### config.mk
export PLATFORM = sky130hd
export DESIGN_NAME = search_arbiter
export DESIGN_NICKNAME = d
export VERILOG_FILES = /design/src/rtl/search_arbiter_pkg.sv /design/src/rtl/search_arbiter_rr_arb2.sv /design/src/rtl/search_arbiter.sv
export SDC_FILE = /design/constraint.sdc
export NUM_CORES = 1
export LEC_CHECK = 0
export ABC_AREA = 0
export CAP_MARGIN = 20
export CORE_MARGIN = 10
export CORE_UTILIZATION = 37
export DETAILED_ROUTE_END_ITERATION = 8
export PLACE_DENSITY_LB_ADDON = 0.1
export SYNTH_ARGS = -nofsm -noshare
export SYNTH_HDL_FRONTEND = slang
export SYNTH_HIERARCHICAL = 1
export SYNTH_SLANG_ARGS = --single-unit
### constraint.sdc
create_clock -name i_clk -period 4.97 [get_ports i_clk]
set_input_delay 0.994 -clock i_clk [delete_from_list [all_inputs] [get_ports i_clk]]
set_output_delay 0.994 -clock i_clk [all_outputs]
set_load 0.05 [all_outputs]
### src/rtl/search_arbiter_pkg.sv
// Shared types and default parameters for the search arbiter.
// Optional watchdog feature is enabled with SEARCH_TIMEOUT_EN.
package search_arbiter_pkg;

   localparam int DW_DEF      = 8;
   localparam int AW_DEF      = 5;
   localparam int TMO_CYC_DEF = 63;

   typedef enum logic [2:0] {
      ST_IDLE = 3'd0,
      ST_LOAD = 3'd1,
      ST_RUN  = 3'd2,
      ST_CAPT = 3'd3,
      ST_RESP = 3'd4
   } state_t;

   // Counter width able to hold values up to and including limit.
   function automatic int cnt_width(input int limit);
      int w;
      w = $clog2(limit + 1);
      return (w < 1) ? 1 : w;
   endfunction

endpackage

### src/rtl/search_arbiter_rr_arb2.sv
// Two-way round-robin arbiter; a tie goes to the requester not granted last.
// The priority pointer only moves when a grant is committed.
module rr_arb2 (
   input  logic       i_clk,
   input  logic       i_rst_n,
   input  logic [1:0] i_req,
   input  logic       i_commit,
   output logic [1:0] o_gnt
);

   logic r_prio1;   // 1: requester 1 wins a tie

   always_comb begin
      o_gnt = 2'b00;
      case (i_req)
         2'b01:   o_gnt = 2'b01;
         2'b10:   o_gnt = 2'b10;
         2'b11:   o_gnt = r_prio1 ? 2'b10 : 2'b01;
         default: o_gnt = 2'b00;
      endcase
   end

   always_ff @(posedge i_clk or negedge i_rst_n) begin
      if (!i_rst_n) begin
         r_prio1 <= 1'b0;
      end else if (i_commit && (o_gnt != 2'b00)) begin
         r_prio1 <= o_gnt[0];
      end
   end

endmodule

### src/rtl/search_arbiter.sv
// Arbitrates two search requesters onto one search engine and shares the
// memory port with a loader. Define SEARCH_TIMEOUT_EN to add a RUN watchdog.
module search_arbiter
   import search_arbiter_pkg::*;
#(
   parameter int DW      = DW_DEF,
   parameter int AW      = AW_DEF,
   parameter int TMO_CYC = TMO_CYC_DEF
) (
   input  logic          i_clk,
   input  logic          i_rst_n,
   input  logic          i_req0_valid,
   input  logic          i_req1_valid,
   input  logic [DW-1:0] i_req0_tgt,
   input  logic [DW-1:0] i_req1_tgt,
   output logic          o_req0_ready,
   output logic          o_req1_ready,
   output logic          o_eng_s,
   output logic [DW-1:0] o_eng_tin,
   input  logic          i_eng_done,
   input  logic          i_eng_found,
   input  logic [AW-1:0] i_eng_addf,
   input  logic [AW-1:0] i_eng_addo,
   input  logic          i_wr_en,
   input  logic [AW-1:0] i_wr_addr,
   input  logic [DW-1:0] i_wr_data,
   output logic          o_wr_ready,
   output logic [AW-1:0] o_mem_addr,
   output logic          o_mem_we,
   output logic [DW-1:0] o_mem_wdata,
   output logic          o_rsp_valid,
   output logic          o_rsp_id,
   output logic          o_rsp_found,
   output logic [AW-1:0] o_rsp_addr,
   output logic          o_rsp_timeout,
   input  logic          i_rsp_ready
);

   if (TMO_CYC < 1) begin : g_tmo_range_chk
      $error("TMO_CYC must be at least 1");
   end

   state_t        r_state;
   state_t        w_state_next;
   logic [DW-1:0] r_tgt;
   logic          r_id;
   logic          r_found;
   logic [AW-1:0] r_addr;

   logic          w_idle;
   logic          w_grant_en;
   logic          w_grant_fire;
   logic [1:0]    w_gnt;
   logic          w_tmo_hit;
   logic          w_tmo_flag;
   logic          w_capt_found;

   // Requester-facing outputs are gated by reset so everything reads 0 while held.
   assign w_idle       = (r_state == ST_IDLE) && i_rst_n;
   assign w_grant_en   = w_idle && !i_wr_en;
   assign w_grant_fire = w_grant_en && (w_gnt != 2'b00);

   rr_arb2 u_arb (
      .i_clk    (i_clk),
      .i_rst_n  (i_rst_n),
      .i_req    ({i_req1_valid, i_req0_valid} & {2{w_grant_en}}),
      .i_commit (w_grant_fire),
      .o_gnt    (w_gnt)
   );

`ifdef SEARCH_TIMEOUT_EN
   localparam int CW = cnt_width(TMO_CYC);

   logic [CW-1:0] r_tmo_cnt;
   logic          r_tmo_flag;
   logic          r_timeout;

   // Cleared while in LOAD so the first RUN cycle sees 0; hit on the TMO_CYC-th RUN cycle.
   always_ff @(posedge i_clk or negedge i_rst_n) begin
      if (!i_rst_n) begin
         r_tmo_cnt  <= '0;
         r_tmo_flag <= 1'b0;
         r_timeout  <= 1'b0;
      end else begin
         if (r_state == ST_LOAD) begin
            r_tmo_cnt  <= '0;
            r_tmo_flag <= 1'b0;
         end else if (r_state == ST_RUN) begin
            r_tmo_cnt <= r_tmo_cnt + 1'b1;
            if (w_tmo_hit) begin
               r_tmo_flag <= 1'b1;
            end
         end
         if (r_state == ST_CAPT) begin
            r_timeout <= r_tmo_flag;
         end
      end
   end

   assign w_tmo_hit     = (r_state == ST_RUN) && !i_eng_done &&
                          (r_tmo_cnt == CW'(TMO_CYC - 1));
   assign w_tmo_flag    = r_tmo_flag;
   assign o_rsp_timeout = r_timeout;
`else
   assign w_tmo_hit     = 1'b0;
   assign w_tmo_flag    = 1'b0;
   assign o_rsp_timeout = 1'b0;
`endif

   assign w_capt_found = i_eng_found && !w_tmo_flag;

   always_comb begin
      w_state_next = r_state;
      o_req0_ready = 1'b0;
      o_req1_ready = 1'b0;
      o_wr_ready   = 1'b0;
      o_eng_s      = 1'b0;
      o_eng_tin    = '0;
      o_mem_addr   = '0;
      o_mem_we     = 1'b0;
      o_mem_wdata  = '0;
      o_rsp_valid  = 1'b0;
      case (r_state)
         ST_IDLE: begin
            if (w_idle && i_wr_en) begin
               o_wr_ready  = 1'b1;
               o_mem_we    = 1'b1;
               o_mem_addr  = i_wr_addr;
               o_mem_wdata = i_wr_data;
            end else if (w_grant_fire) begin
               o_req0_ready = w_gnt[0];
               o_req1_ready = w_gnt[1];
               w_state_next = ST_LOAD;
            end
         end
         ST_LOAD: begin
            o_eng_tin    = r_tgt;
            w_state_next = ST_RUN;
         end
         ST_RUN: begin
            o_eng_s    = 1'b1;
            o_eng_tin  = r_tgt;
            o_mem_addr = i_eng_addo;
            if (i_eng_done || w_tmo_hit) begin
               w_state_next = ST_CAPT;
            end
         end
         ST_CAPT: begin
            w_state_next = ST_RESP;
         end
         ST_RESP: begin
            o_rsp_valid = 1'b1;
            if (i_rsp_ready) begin
               w_state_next = ST_IDLE;
            end
         end
         default: begin
            w_state_next = ST_IDLE;
         end
      endcase
   end

   always_ff @(posedge i_clk or negedge i_rst_n) begin
      if (!i_rst_n) begin
         r_state <= ST_IDLE;
         r_tgt   <= '0;
         r_id    <= 1'b0;
         r_found <= 1'b0;
         r_addr  <= '0;
      end else begin
         r_state <= w_state_next;
         if (w_grant_fire) begin
            r_tgt <= w_gnt[1] ? i_req1_tgt : i_req0_tgt;
            r_id  <= w_gnt[1];
         end
         // A miss or a watchdog expiry reports address 0.
         if (r_state == ST_CAPT) begin
            r_found <= w_capt_found;
            r_addr  <= w_capt_found ? i_eng_addf : '0;
         end
      end
   end

   assign o_rsp_id    = r_id;
   assign o_rsp_found = r_found;
   assign o_rsp_addr  = r_addr;

endmodule

### Word level (Yosys, flattened, before mapping)

Index checks and enable logic that the tools add are counted.

| cells by class | value |
|---|---|
| $mul | 0 |
| shifts and indexed selects | 0 |
| eq/ne operators | 11 |
| magnitude comparators | 0 |
| bitwise gates (word level) | 1 |
| reductions and logical operators | 10 |
| add/sub/neg operators | 0 |
| divide/modulo/power cells | 0 |
| mux-type cells | 24 |

Operators with widths:

| kind | count |
|---|---|
| $mux W8 | 4 |
| $pmux W3 S5 | 1 |
| $mux W3 | 4 |
| $mux W1 | 10 |
| $mux W5 | 2 |
| $pmux W5 S2 | 1 |
| $eq A3 B2 Y1 const B | 2 |
| $ne A2 B2 Y1 const B | 3 |
| $pmux W2 S3 | 1 |
| $logic_and A1 B1 Y1 | 5 |
| $eq A2 B2 Y1 const B | 2 |
| $reduce_and A4 Y1 | 1 |
| $eq A3 B1 Y1 const B | 1 |
| $eq A3 B3 Y1 const B | 1 |
| $logic_not A3 Y1 | 1 |
| $and A2 B2 Y2 | 1 |
| $eq A2 B1 Y1 const B | 1 |
| $mux W2 | 1 |
| $ne A2 B1 Y1 const B | 1 |
| $reduce_bool A2 Y1 | 1 |
| $reduce_or A2 Y1 | 1 |
| $logic_not A1 Y1 | 1 |

| storage, ports and cells | value |
|---|---|
| memory bits (writable) | 0 |
| register bits | 19 |
| input port bits | 47 |
| latch bits | 0 |
| word-level logic and storage cells | 52 |
| memory bits (read-only) | 0 |
| memories | 0 |
| output and inout port bits | 35 |

### Logic depth before layout (Yosys ltp)

Gate-level depths: netlist (run 1).

| logic depth | value |
|---|---|
| depth after elaboration | 11 |
| depth in mapped cells | 9 |
| mapped depth without buffers | 8 |

### Modules after synthesis

Netlist (run 1), hierarchy kept.

By module, submodules not included:

| module | cells each | area each (sq um) | times used | seq. area each (sq um) |
|---|---|---|---|---|
| search_arbiter | 115 | 1,088.5 | 1 | 450.4 |
| rr_arb2 | 6 | 55.1 | 1 | 25.0 |

### Worst setup path after synthesis (run 1)

Ideal clock, no wire load.

| path | value |
|---|---|
| path kind | input to output |
| start | in i_rst_n |
| end | out o_req1_ready |
| required time | 3.976 ns |
| path slack | 1.054 ns |
| buffers on the path | 2 |
| arrival time | 2.922 ns |
| cell stages on the path | 6 |
| path through | nor4b_4 clkbuf_2 and3_1 a21boi_1 clkbuf_1 and3_1 |

| on the way | value |
|---|---|
| longest elaborated chain between the ends | 10 |
| elaborated cells between the ends (all ways) | 13 |
| classes of those cells | eq/ne (3); mux (4); bitwise (1); reduce/logical (5) |

RTL lines:

| what | RTL line | RTL |
|---|---|---|
| from (decl) | search_arbiter.sv:11 | `input logic i_rst_n,` |
| $logic_and A1 B1 Y1 (*) | search_arbiter.sv:59 | `assign w_idle = (r_state == ST_IDLE) && i_rst_n;` |
| $logic_and A1 B1 Y1 (*) | search_arbiter.sv:60 | `assign w_grant_en = w_idle && !i_wr_en;` |
| $and A2 B2 Y2 (*) | search_arbiter.sv:66 | `.i_req ({i_req1_valid, i_req0_valid} & {2{w_grant_en}}),` |
| $eq A2 B2 Y1 or $eq A2 B1 Y1 (tied branches) | search_arbiter_rr_arb2.sv:15 | `case (i_req)` |
| $pmux W2 S3 (*) | search_arbiter_rr_arb2.sv:15 |  |
| net w_gnt[1] | search_arbiter.sv:53 | `logic [1:0] w_gnt;` |
| $reduce_bool A2 Y1 | search_arbiter.sv:61 | `assign w_grant_fire = w_grant_en && (w_gnt != 2'b00);` |
| $logic_and A1 B1 Y1 | search_arbiter.sv:61 |  |
| $mux W1 (*) | search_arbiter.sv:130 | `end else if (w_grant_fire) begin` |
| $mux W1 (*) | search_arbiter.sv:125 | `if (w_idle && i_wr_en) begin` |
| $mux W1 (*) | search_arbiter.sv:123 | `case (r_state)` |
| to (decl) | search_arbiter.sv:17 | `output logic o_req1_ready,` |

The timed path passes the listed nets; every way through them passes the cells marked *.

### Worst setup path after layout (run 1)

Ends and elaborated chain as after synthesis.

==> results of run 1 <==
critical path: cells and delay by family:
family                 cells  cell delay [ns]
buffers and inverters      4             1.11
and+or+nand+nor            3             0.65
AOI/OAI and AO/OA          1             0.16
power groups by stage:
stage / registers, uW / clock network [uW] / logic [uW]
2_1_floorplan: 342 / 0 / 391
3_3_place_gp: 264 / 0 / 776
3_5_place_dp: 268 / 0 / 788
4_1_cts: 265 / 80.6 / 790
5_1_grt: 272 / 88.9 / 824
6_report: 264 / 79.3 / 781
through the flow:
step	utilization [%]	setup slack, ns	total power (uW)	hold slack, ns	std cells
floorplan	-	1.05	733	0.448	121
global placement	71.3	1.12	1040	0.464	230
detailed placement	71.3	1.08	1060	0.466	230
CTS	72.2	1.06	1140	0.504	234
global route	72.2	0.972	1190	0.518	234
finish	72.2	1.06	1120	0.496	234
layout make-up:
type / instances / area [um^2] / share of cell area [%]
Clock buffer: 3 / 22.5 / 1.04
Clock inverter: 1 / 5.00 / 0.231
Inverter: 8 / 30.0 / 1.39
Multi-Input combinational cell: 86 / 592 / 27.3
Sequential cell: 19 / 475 / 21.9
Tap cell: 33 / 41.3 / 1.91
Timing Repair Buffer: 84 / 1000 / 46.2
layout by cell type (no fill, tap or decap), drive strengths merged:
master         synthesis  final
a21oi                  8      8
xnor2                  1      1
clkinv                 0      1
o21bai                 1      1
dfrtp                 19     19
or2                    1      1
clkdlybuf4s50          0     63
a31oi                  1      1
nor3b                  1      1
nand2                 13     13
buf                    3     21
o2bb2ai                7      7
a21boi                 2      2
a41o                   1      1
o21ai                  6      6
conb                   1      1
and3b                  7      7
a211oi                 1      1
and3                  12     12
mux2                   1      1
inv                    8      8
nor2                   3      3
nor3                   1      1
clkbuf                 5      3
and2                   8      8
nand3                  1      1
a221oi                 1      1
nor4b                  2      2
nand3b                 1      1
a22o                   5      5
synth_stat cells (2+ instances only):
cell type	n
sky130_fd_sc_hd__dfrtp_1	19
sky130_fd_sc_hd__nand2_1	12
sky130_fd_sc_hd__and3_1	11
sky130_fd_sc_hd__a21oi_1	8
sky130_fd_sc_hd__and2_1	8
sky130_fd_sc_hd__inv_1	8
sky130_fd_sc_hd__and3b_1	7
sky130_fd_sc_hd__o2bb2ai_1	7
sky130_fd_sc_hd__o21ai_0	6
sky130_fd_sc_hd__a22o_1	5
sky130_fd_sc_hd__clkbuf_1	4
sky130_fd_sc_hd__nor2_1	3
sky130_fd_sc_hd__buf_4	2
state kept, by name, indices dropped and copies added, names as in the netlist:
signal,count
o_rsp_found,1
o_rsp_id,1
r_state,3
r_tgt,8
o_rsp_addr,5
u_arb/r_prio1,1
cell families after synthesis:
logic type	count (synthesis)	synth area share (%)
other cells	1	0.328
simple gates	50	29.0
xor+xnor	1	0.766
mux	1	0.985
compound gates	33	20.7
flops	19	41.6
buf+inv	16	6.67
metal layers:
| metal | wire length (um) | vias up | track usage, % |
|---|---|---|---|
| li1 | - | 590 | - |
| met1 | 1580 | 549 | 16.8 |
| met2 | 2310 | 33 | 27.3 |
| met3 | 255 | 4 | 4.56 |
| met4 | 32 | 0 | 2.47 |
| met5 | 0 | - | 0 |
final timing paths:
kind | from | slack, ns | depth (start not counted) | to
max | i_rst_n | 1.06 | 8 | o_req1_ready
min reg2reg | r_tgt[5]$_DFFE_PN0P_ | 0.50 | 1 | r_tgt[5]$_DFFE_PN0P_
max reg2reg | r_state[1]$_DFFE_PN0P_ | 2.61 | 10 | u_arb/r_prio1$_DFFE_PN0P_
min | r_tgt[5]$_DFFE_PN0P_ | 0.50 | 1 | r_tgt[5]$_DFFE_PN0P_
max in group asynchronous | i_rst_n | 3.67 | 2 | o_rsp_addr[4]$_DFFE_PN0P_
min in group asynchronous | i_rst_n | 1.07 | 2 | o_rsp_id$_DFFE_PN0P_
==> summary by stage, run 1 <==
Run status
The flow ran to the end, and the final reports show no timing, DRC or antenna violations.

Clock network
After clock tree synthesis, the clock-pin slew on the worst setup and hold paths is 0.13 ns. TritonCTS built the clock tree. For this design, the CTS-stage hold fixing added 0 buffers.

The clock reaches the later pin of the worst-skew pair after 0.31 ns. After clock tree synthesis, the setup repair step added 0 buffers. The number of gates resized after CTS is 0.

The clock drives 19 sinks. Counting along the longest clock path gives a buffer depth of 2. In this run the number of H-tree levels came out at 1. The number of buffers created by CTS is 3. The cell sitting at the root of the clock tree is a sky130_fd_sc_hd__clkbuf_4.

Synthesis
The most used flip-flop cell after synthesis is sky130_fd_sc_hd__dfrtp_1. The number of warnings reported in the yosys synthesis log is 6. The cell area that synthesis handed to floorplanning was 0.00114 mm^2. In this run, distinct cell masters in the synthesized netlist total 34.

Sorting the synthesized cells by area gives the leading types as sky130_fd_sc_hd__dfrtp_1 42%, sky130_fd_sc_hd__and3_1 6.0%, sky130_fd_sc_hd__and3b_1 5.4%, sky130_fd_sc_hd__o2bb2ai_1 5.4%, sky130_fd_sc_hd__and2_1 4.4%. The number of storage elements in the synthesis netlist is 19. Counting flops with an async set or reset pin after synthesis yields a share of 100%. After synthesis, the mean cell area works out to 9.45 um^2. The largest area contributor in the synthesized netlist is sky130_fd_sc_hd__dfrtp_1. The number of nets handed over by synthesis was 168.

In this run, synthesis inferred 0 flip-flops with an integrated enable. The area share of the largest cell type after synthesis is 41.6%. In the synthesized netlist, the number of instances is 121. Of the synthesized area, sequential elements account for 41.6%.

Detailed routing
The initial DRC count is 64. Using the TritonRoute via totals, the vias-per-cell ratio works out to 5.03. The number of design rule violations left after detail routing is 0.

The routed wirelength normalized by instance count is 17.9 um. The total length of routed wires is 4180 um. Across all layers, the routed design uses 1176 vias. The detail route stage leaves a number of antenna-violating nets equal to 0.

Before antenna repair, the detailed router went through 3 iterations.

STA
For this run, the top clock speed supported by timing is 256 MHz. The worst slew margin relative to its limit is 56.7%. The smallest clock period supported by the final layout is computed as 3.91 ns. Setup repair after global routing left no endpoint under its margin. The final hold violation count is 0.

Between clock sinks in the finished design, the worst skew comes to 0.0230 ns. Summed over all failing endpoints, the final setup total negative slack is 0 ns. Setup violations remaining at the end of the flow were counted as 0. At the pin with the least slew margin, the transition time is 0.647 ns.

The number of max-slew violations in the final report was 0. The worst path uses 78.7% of the clock period.

Floorplanning
The overall die height is 75.6 um. The initial utilization of the core area, before any placement, comes to 38.1%. The floorplan has 20 rows. Pin placement for this block handled 82 I/O pins. The area inside the core boundary is 0.00300 mm^2. The die covers 0.00571 mm^2. The die is 75.6 um wide.

Setup path
The data required time at the worst endpoint is 3.98 ns. The kind of end point of the critical path is a primary output. The maximum single-stage delay on the critical path is 0.50 ns.

The cell at the slowest stage of the critical path is sky130_fd_sc_hd__clkdlybuf4s50_1. Walking the worst path, the cells encountered are clkdlybuf4s50_1, nor4b_4, buf_4, and3_1, a21boi_1, buf_4, and3_1, buf_12. The data arrival time of the worst path is 2.92 ns.

STA classifies the critical path startpoint as an input port. The type of the worst setup path is input port to primary output. Of all nets on the critical path, the largest fanout is 17.

Final layout
0 antenna diodes ended up in the layout. The final-layout fill cell count is 243. The post-route cell area is 0.00217 mm^2. Cells with a size suffix above 1 make up 15.9% of the layout. Relative to the synthesized area, the layout overhead comes to 89.5%.

The count of nets after finishing is 249.

Pwr
The fraction of power spent switching nets is 49.8%. The share of total power dissipated in sequential elements is 23.5%. Combinational logic is responsible for 69.5% of the overall power. The total power per unit cell area is 519 mW/mm^2.

The clock network burns 7.0% of the power. The switching power total is 560 uW. The total leakage power is 0.000970 uW. Cell internal power was estimated by the tool at 565 uW. VDD sags by at most 0.217 mV.

Global route
The global-route wire length before repair is 6490 um. The via count of the first global-routing pass is 1217. The total routing usage reported by global routing is 14.9%.

The maximum number of pins on one net before global-route repair is 20. The initial antenna violation count came to 0. The global route total overflow is 0.

Job
Across the run, the number of max-cap violations was 0.

Place
The placed instances occupy a cell area of 0.00214 mm^2. The detailed placer's ending HPWL is 3490 um. At the end of routability-driven placement, the weighted congestion stood at 0.729. During placement, the flow inserted port buffers numbering 80.

Hold path
The min-delay analysis places its worst path in the category flip-flop to flip-flop.
Note: power is estimated with default switching activity, not from simulation.
==> run 2, diff against run 1 <==
--- a/config.mk
+++ b/config.mk
@@ -8,7 +8,7 @@
 export ABC_AREA = 0
 export CAP_MARGIN = 20
 export CORE_MARGIN = 10
-export CORE_UTILIZATION = 37
+export CORE_UTILIZATION = 34
 export DETAILED_ROUTE_END_ITERATION = 8
 export PLACE_DENSITY_LB_ADDON = 0.1
 export SYNTH_ARGS = -nofsm -noshare
==> constraint.sdc (replaced) <==
create_clock -name i_clk -period 3.7 [get_ports i_clk]
set_input_delay 0.74 -clock i_clk [delete_from_list [all_inputs] [get_ports i_clk]]
set_output_delay 0.74 -clock i_clk [all_outputs]
set_load 0.05 [all_outputs]
==> run 2 against run 1 <==
  * Combinational power grew 34%
  * Largest cell class unchanged
  * Cell count grew 4.7%
  * Power grew 35%
  * Sequential share of layout area shrank 0.14 points
  * First-iteration DRC count shrank 30%
  * Clock skew shrank 0.016 ns
  * Global-route usage shrank 1.3 points
==> summary by stage, run 2 (same netlist as run 1, synthesis figures left out) <==
Run status
The flow ran to the end, and the final reports show no timing, DRC or antenna violations.

Pwr
The part of the total power dissipated in combinational logic is 69.4%. The switching power total is 756 uW. In this run the power density over the cells is 695 mW/mm^2. The peak supply drop is 0.418 mV. The total leakage power is 0.000970 uW. Internal power comes to 759 uW. The part of the power in registers is 23.7%.

The fraction of power spent switching nets is 49.9%. Per report_power, the clock group accounts for 7.0% of the total.

Final layout
Fill cells in the final layout number 255. The multi-input combinational cells in the finished layout cover a total of 592 um^2. The count of nets after finishing is 249.

The library cell used most frequently in the layout, excluding fill and tap cells, is sky130_fd_sc_hd__clkdlybuf4s50_1. In the final layout, the share of cells above drive strength 1 is 15.9%. The combined flip-flop and latch cell area is 475 um^2. The largest register by flop count is r_tgt. The register with the most flip-flops in the layout has 8 of them.

In the layout the commonest cells are 63 x sky130_fd_sc_hd__clkdlybuf4s50_1, 19 x sky130_fd_sc_hd__dfrtp_1, 17 x sky130_fd_sc_hd__buf_12, 12 x sky130_fd_sc_hd__nand2_1, 11 x sky130_fd_sc_hd__and3_1. At the end of the flow the core is filled with cells to 69.7%. The finished layout holds 245 standard cells, fillers aside. The relative area change from synthesis to final layout is 90.7%. With fillers left out, the area of the finished cells amounts to 0.00218 mm^2. The number of diodes is 0.

Hold path
The path with the worst hold slack has its endpoint at o_rsp_addr[3]$_DFFE_PN0P_. The startpoint identified for the worst hold timing path is o_rsp_addr[3]$_DFFE_PN0P_. The worst hold path cell count is 2. The worst hold path class is flip-flop to flip-flop.

Clock network
After clock tree synthesis, the clock-pin slew on the worst setup and hold paths is 0.12 ns. CTS built an H-tree with a depth of 1. The clock latency on the worst-skew pair is 0.30 ns. The number of buffers created by CTS is 3. The number of setup buffers added after CTS is 0. The clock tree root buffer cell is sky130_fd_sc_hd__clkbuf_4. The quantity of hold-fixing buffers added after cts is 0.

The TritonCTS clock tree is built. The longest clock path from root to sink contains 2 buffers. For this design, the sink count on the clock tree is 19. Post-CTS repair changed the size of 0 cells.

Setup path
The cell at the slowest stage of the critical path is sky130_fd_sc_hd__clkdlybuf4s50_1. The depth of the worst register-to-register path is 9. The maximum net fanout on the critical path is 11. The critical path in this run is classified as input port to primary output. STA classifies the critical path startpoint as an input port.

The kind of end point of the critical path is a primary output. Data on the critical path is required at its endpoint by 2.96 ns. Traced cell by cell, the critical path runs through clkdlybuf4s50_1, inv_1, and3_1, a21boi_0, and3_2, buf_12. The maximum single-stage delay on the critical path is 0.57 ns. The source of the worst register-to-register timing path is r_state[1]$_DFFE_PN0P_. The slack of the worst reg-to-reg path is 1.44 ns.

The data arrival time of the worst path is 2.52 ns. The worst register-to-register path ends at u_arb/r_prio1$_DFFE_PN0P_.

Place
The count of buffers added on input and output ports is 80. In this run the cell area measured after placement is 0.00215 mm^2. Counting tap cells, the placed design contains a total of 241 instances.

The weighted congestion reported at the end of routability-driven placement is 0.711. Summed over all nets, the half-perimeter wirelength after detailed placement is 3480 um.

Detailed routing
After detailed routing, the number of remaining DRC violations is 0. For this block, the routed nets add up to 4220 um of wire. The total via count in the routed design is 1198.

After detailed routing, the average wire length per cell comes to 17.2 um. In the routed layout, each cell is associated on average with a via count of 4.89. The first routing iteration left 45 violations.

The count of TritonRoute iterations in the first routing pass is 4. The remaining antenna violation count is 0.

STA
The final hold violation count was 0. For the final routed database, the setup TNS stands at 0 ns. Setup violations remaining at the end of the flow were counted as 0. The final critical path takes up 88.0% of the cycle.

Setup repair after global routing left no endpoint under its margin. The slew at the pin closest to its max-slew limit is 0.676 ns. On the final layout, the worst clock skew is 0.00728 ns. The number of max-slew violations in the final report is 0. The minimum clock period is 3.26 ns. The worst slew margin relative to its limit is 54.8%. The peak clock frequency supported by timing is 307 MHz.

Global route
The initial antenna violation count was 0. The via count of the first global-routing pass is 1265. The global-route wire length before repair is 6780 um. Entering global routing, the biggest net connects 20 pins. The total routing usage reported by global routing is 13.6%. The global route total overflow is 0.

Job
Across the run, the number of max-cap violations was 0.

Floorplanning
Once the floorplan was initialized, standard cells occupied 36.6% of the core. The overall die height is 78.0 um. The top-level I/O count is 82. The horizontal extent of the die is 78.0 um. The number of core rows is 20. The area inside the core boundary is 0.00313 mm^2. The area of the die is 0.00608 mm^2.
==> run 2: cell counts in the layout (fill, tap and decap cells not counted) <==
No cell type changed its count.
==> run 2: layout make-up <==
class | instances | area share, %
inverter | 8 | 1.38
multi-input combinational | 86 | 27.1
clock inverter | 1 | 0.229
tap | 44 | 2.52
clock buffer | 3 | 1.03
timing repair buffer | 84 | 45.9
sequential | 19 | 21.8
==> run 2: per-stage QoR <==
stage,hold slack (ns),setup WS (ns),total power [uW]
floorplan,0.444,0.292,984
global placement,0.464,0.575,1400
detailed placement,0.471,0.462,1420
CTS,0.498,0.457,1530
global route,0.525,0.233,1590
finish,0.494,0.442,1510
==> run 2: metal layers <==
layer	wire [um]	global-route usage (%)	up-vias
met5	0	0	-
met4	17	2.69	0
met3	304	4.61	2
met2	2190	23.6	44
met1	1700	15.8	558
li1	-	-	594
==> run 2: power by group through the flow <==
stage | sequential, uW | combinational, uW | clock (uW)
floorplan | 459 | 525 | 0
global placement | 354 | 1040 | 0
detailed placement | 360 | 1060 | 0
CTS | 357 | 1060 | 109
global route | 371 | 1100 | 116
finish | 358 | 1050 | 106
==> run 2: how the worst max path moves through the flow <==
stage,start,to,cells after the start
3_3_place_gp,i_wr_en,o_req0_ready,6
3_5_place_dp,i_wr_en,o_req0_ready,6
4_1_cts,i_wr_en,o_req0_ready,6
2_1_floorplan,i_rst_n,o_req1_ready,6
6_report,i_wr_en,o_req0_ready,6
5_1_grt,i_wr_en,o_req0_ready,6
==> run 2: critical path: cells and delay by family <==
kind                   cells  cell delay, ns
AOI/OAI and AO/OA          1            0.25
buffers and inverters      3            1.02
and+or+nand+nor            2            0.51
==> run 3, diff against run 2 <==
--- a/config.mk
+++ b/config.mk
@@ -7,7 +7,6 @@
 export LEC_CHECK = 0
 export ABC_AREA = 0
 export CAP_MARGIN = 20
-export CORE_MARGIN = 10
 export CORE_UTILIZATION = 34
 export DETAILED_ROUTE_END_ITERATION = 8
 export PLACE_DENSITY_LB_ADDON = 0.1
==> run 3 against run 2 <==
  * Critical path depth stayed put
  * First-iteration DRC count increased by 13%
  * Critical path type unchanged
  * Flip-flop and latch count did not move
  * Non-clock buffer count increased by 1
==> summary by stage, run 3 (same netlist as run 1, synthesis figures left out) <==
Setup path
STA classifies the critical path endpoint as a primary output. The cell at the slowest stage of the critical path is sky130_fd_sc_hd__clkdlybuf4s50_1. The count of buffering cells on the critical path with inverters included is 3. The worst setup path is launched from an input port. The cell family contributing the most delay on the critical path is buffers and inverters.

Data arrives at the worst endpoint at 2.52 ns. The maximum net fanout on the critical path is 11. Data on the critical path is required at its endpoint by 2.96 ns. The critical path is of the input port to primary output type.

The maximum single-stage delay on the critical path is 0.58 ns. Traced cell by cell, the critical path runs through clkdlybuf4s50_1, inv_1, and3_1, a21boi_0, and3_2, buf_12.

Floorplanning
The initial utilization of the core area, before any placement, comes to 36.6%. The top-level I/O count is 82. The number of core rows is 20. The area inside the core boundary is 0.00313 mm^2. The die covers 0.00360 mm^2. The horizontal extent of the die is 60.0 um. From bottom edge to top edge, the die measures 60.0 um.

Clock network
The clock tree root buffer cell is sky130_fd_sc_hd__clkbuf_4. The total number of H-tree levels is 1. TritonCTS built the clock tree. Clock tree synthesis inserted a total of 3 buffers.

The clock passes through at most 2 buffers. The number of gates resized after CTS is 0. The clock latency on the worst-skew pair is 0.31 ns.

The clock-pin slew on the worst setup and hold paths is 0.11 ns. The number of hold buffers added after CTS was 0. The buffer count from post-CTS setup fixing is 0. The number of clock sinks seen by CTS is 19.

Final layout
The number of standard cells in the layout, taps in and fillers out is 246. The final-layout fill cell count is 235. Ranked by flip-flop count, first place goes to r_tgt. The number of flip-flops in the largest register is 8.

The number of antenna diodes in the final layout is 0. The fraction of final layout cells sized beyond drive strength 1 is 16.3%. The commonest non-fill, non-tap cell in the layout is sky130_fd_sc_hd__clkdlybuf4s50_1. The top cell types in the final layout, fill and taps aside, are 63 x sky130_fd_sc_hd__clkdlybuf4s50_1, 19 x sky130_fd_sc_hd__dfrtp_1, 17 x sky130_fd_sc_hd__buf_12, 12 x sky130_fd_sc_hd__nand2_1, 11 x sky130_fd_sc_hd__and3_1. The relative area change from synthesis to final layout is 91.4%.

The count of nets after finishing is 250.

Pwr
Across the VDD grid, the largest voltage drop is 0.358 mV. The total power per unit cell area is 690 mW/mm^2. The total leakage power is 0.000975 uW.

STA
Setup repair after global routing left no endpoint under its margin. For this run, the top clock speed supported by timing is 307 MHz. The final hold violation count is 0.

Adding up every negative setup slack in the final design gives 0 ns. The final worst-path cycle share is 88.1%. The minimum clock period is 3.26 ns. At the pin with the least slew margin, the transition time is 0.637 ns. Setup violations remaining at the end of the flow were counted as 0. Between clock sinks in the finished design, the worst skew comes to 0.00735 ns. Headroom to the max-slew limit came out at 57.4%. The number of max-slew violations in the final report came to 0.

Place
The congestion estimate from routability-driven global placement came to 0.730. The detailed placer's ending HPWL is 2760 um. During placement, the flow inserted port buffers numbering 80.

In this run, placement finished with an instance count of 242.

Detailed routing
The number of design rule violations left after detail routing is 0. The initial DRC count is 51. The total via count in the routed design is 1199. Dividing the detail-routed wire length by the instance count gives 14.0 um. The count of TritonRoute iterations in the first routing pass is 4.

In this run the remaining antenna-violating nets after routing total 0. The total length of routed wires is 3430 um. In the routed layout, each cell is associated on average with a via count of 4.87.

Global route
The maximum number of pins on one net before global-route repair is 20. The global-route wire length before repair is 5250 um. The total routing usage reported by global routing is 19.7%. The initial antenna violation count came to 0.

The via count of the first global-routing pass is 1161. The global route total overflow is 0.

Hold path
The worst hold path class is flip-flop to flip-flop.

Run status
The flow ran to the end, and the final reports show no timing, DRC or antenna violations.

Job
The tool flagged a number of max-cap violations equal to 0.
run 3: path summary, 6_finish.rpt:
kind | from | cells past startpoint | slack [ns] | endpoint
min in group asynchronous | i_rst_n | 2 | 0.78 | o_rsp_found$_DFFE_PN0P_
min | r_tgt[2]$_DFFE_PN0P_ | 1 | 0.49 | r_tgt[2]$_DFFE_PN0P_
max | i_wr_en | 6 | 0.44 | o_req0_ready
min reg2reg | r_tgt[2]$_DFFE_PN0P_ | 1 | 0.49 | r_tgt[2]$_DFFE_PN0P_
max in group asynchronous | i_rst_n | 2 | 2.71 | r_tgt[7]$_DFFE_PN0P_
max reg2reg | r_state[1]$_DFFE_PN0P_ | 9 | 1.45 | u_arb/r_prio1$_DFFE_PN0P_
run 3: per-layer routing:
metal,track usage (%),vias up,part of all wire (%)
met5,0,-,0
li1,-,589,-
met3,4.98,2,7.4
met2,36.2,47,51
met1,22.7,561,41
met4,4.98,0,1.0
run 3: per-stage QoR:
stage | power, uW | hold WS, ns | utilization (%) | setup slack (ns) | cell area (um^2)
after floorplan | 984 | 0.444 | - | 0.292 | 1140
after global placement | 1390 | 0.463 | 69.1 | 0.582 | 2160
after detailed placement | 1400 | 0.466 | 69.1 | 0.464 | 2160
after CTS | 1520 | 0.497 | 70.0 | 0.452 | 2190
after global routing | 1600 | 0.521 | 70.0 | 0.314 | 2190
final | 1510 | 0.492 | 70.0 | 0.440 | 2190
run 3: area by class of cell:
class                      instances  area [um^2]  share of cell area (%)
clock inverter                     1         5.00                   0.229
clock buffer                       3         22.5                    1.03
multi-input combinational         86          592                    27.0
inverter                           8         30.0                    1.37
tap                               44         55.1                    2.52
timing repair buffer              85         1010                    46.1
sequential                        19          475                    21.7
run 3: power by group:
group,internal [uW],leakage (uW),switching (uW)
Clock,40.5,0.0000177,70.6
Sequential,291,0.000244,63.6
Combinational,432,0.000714,612
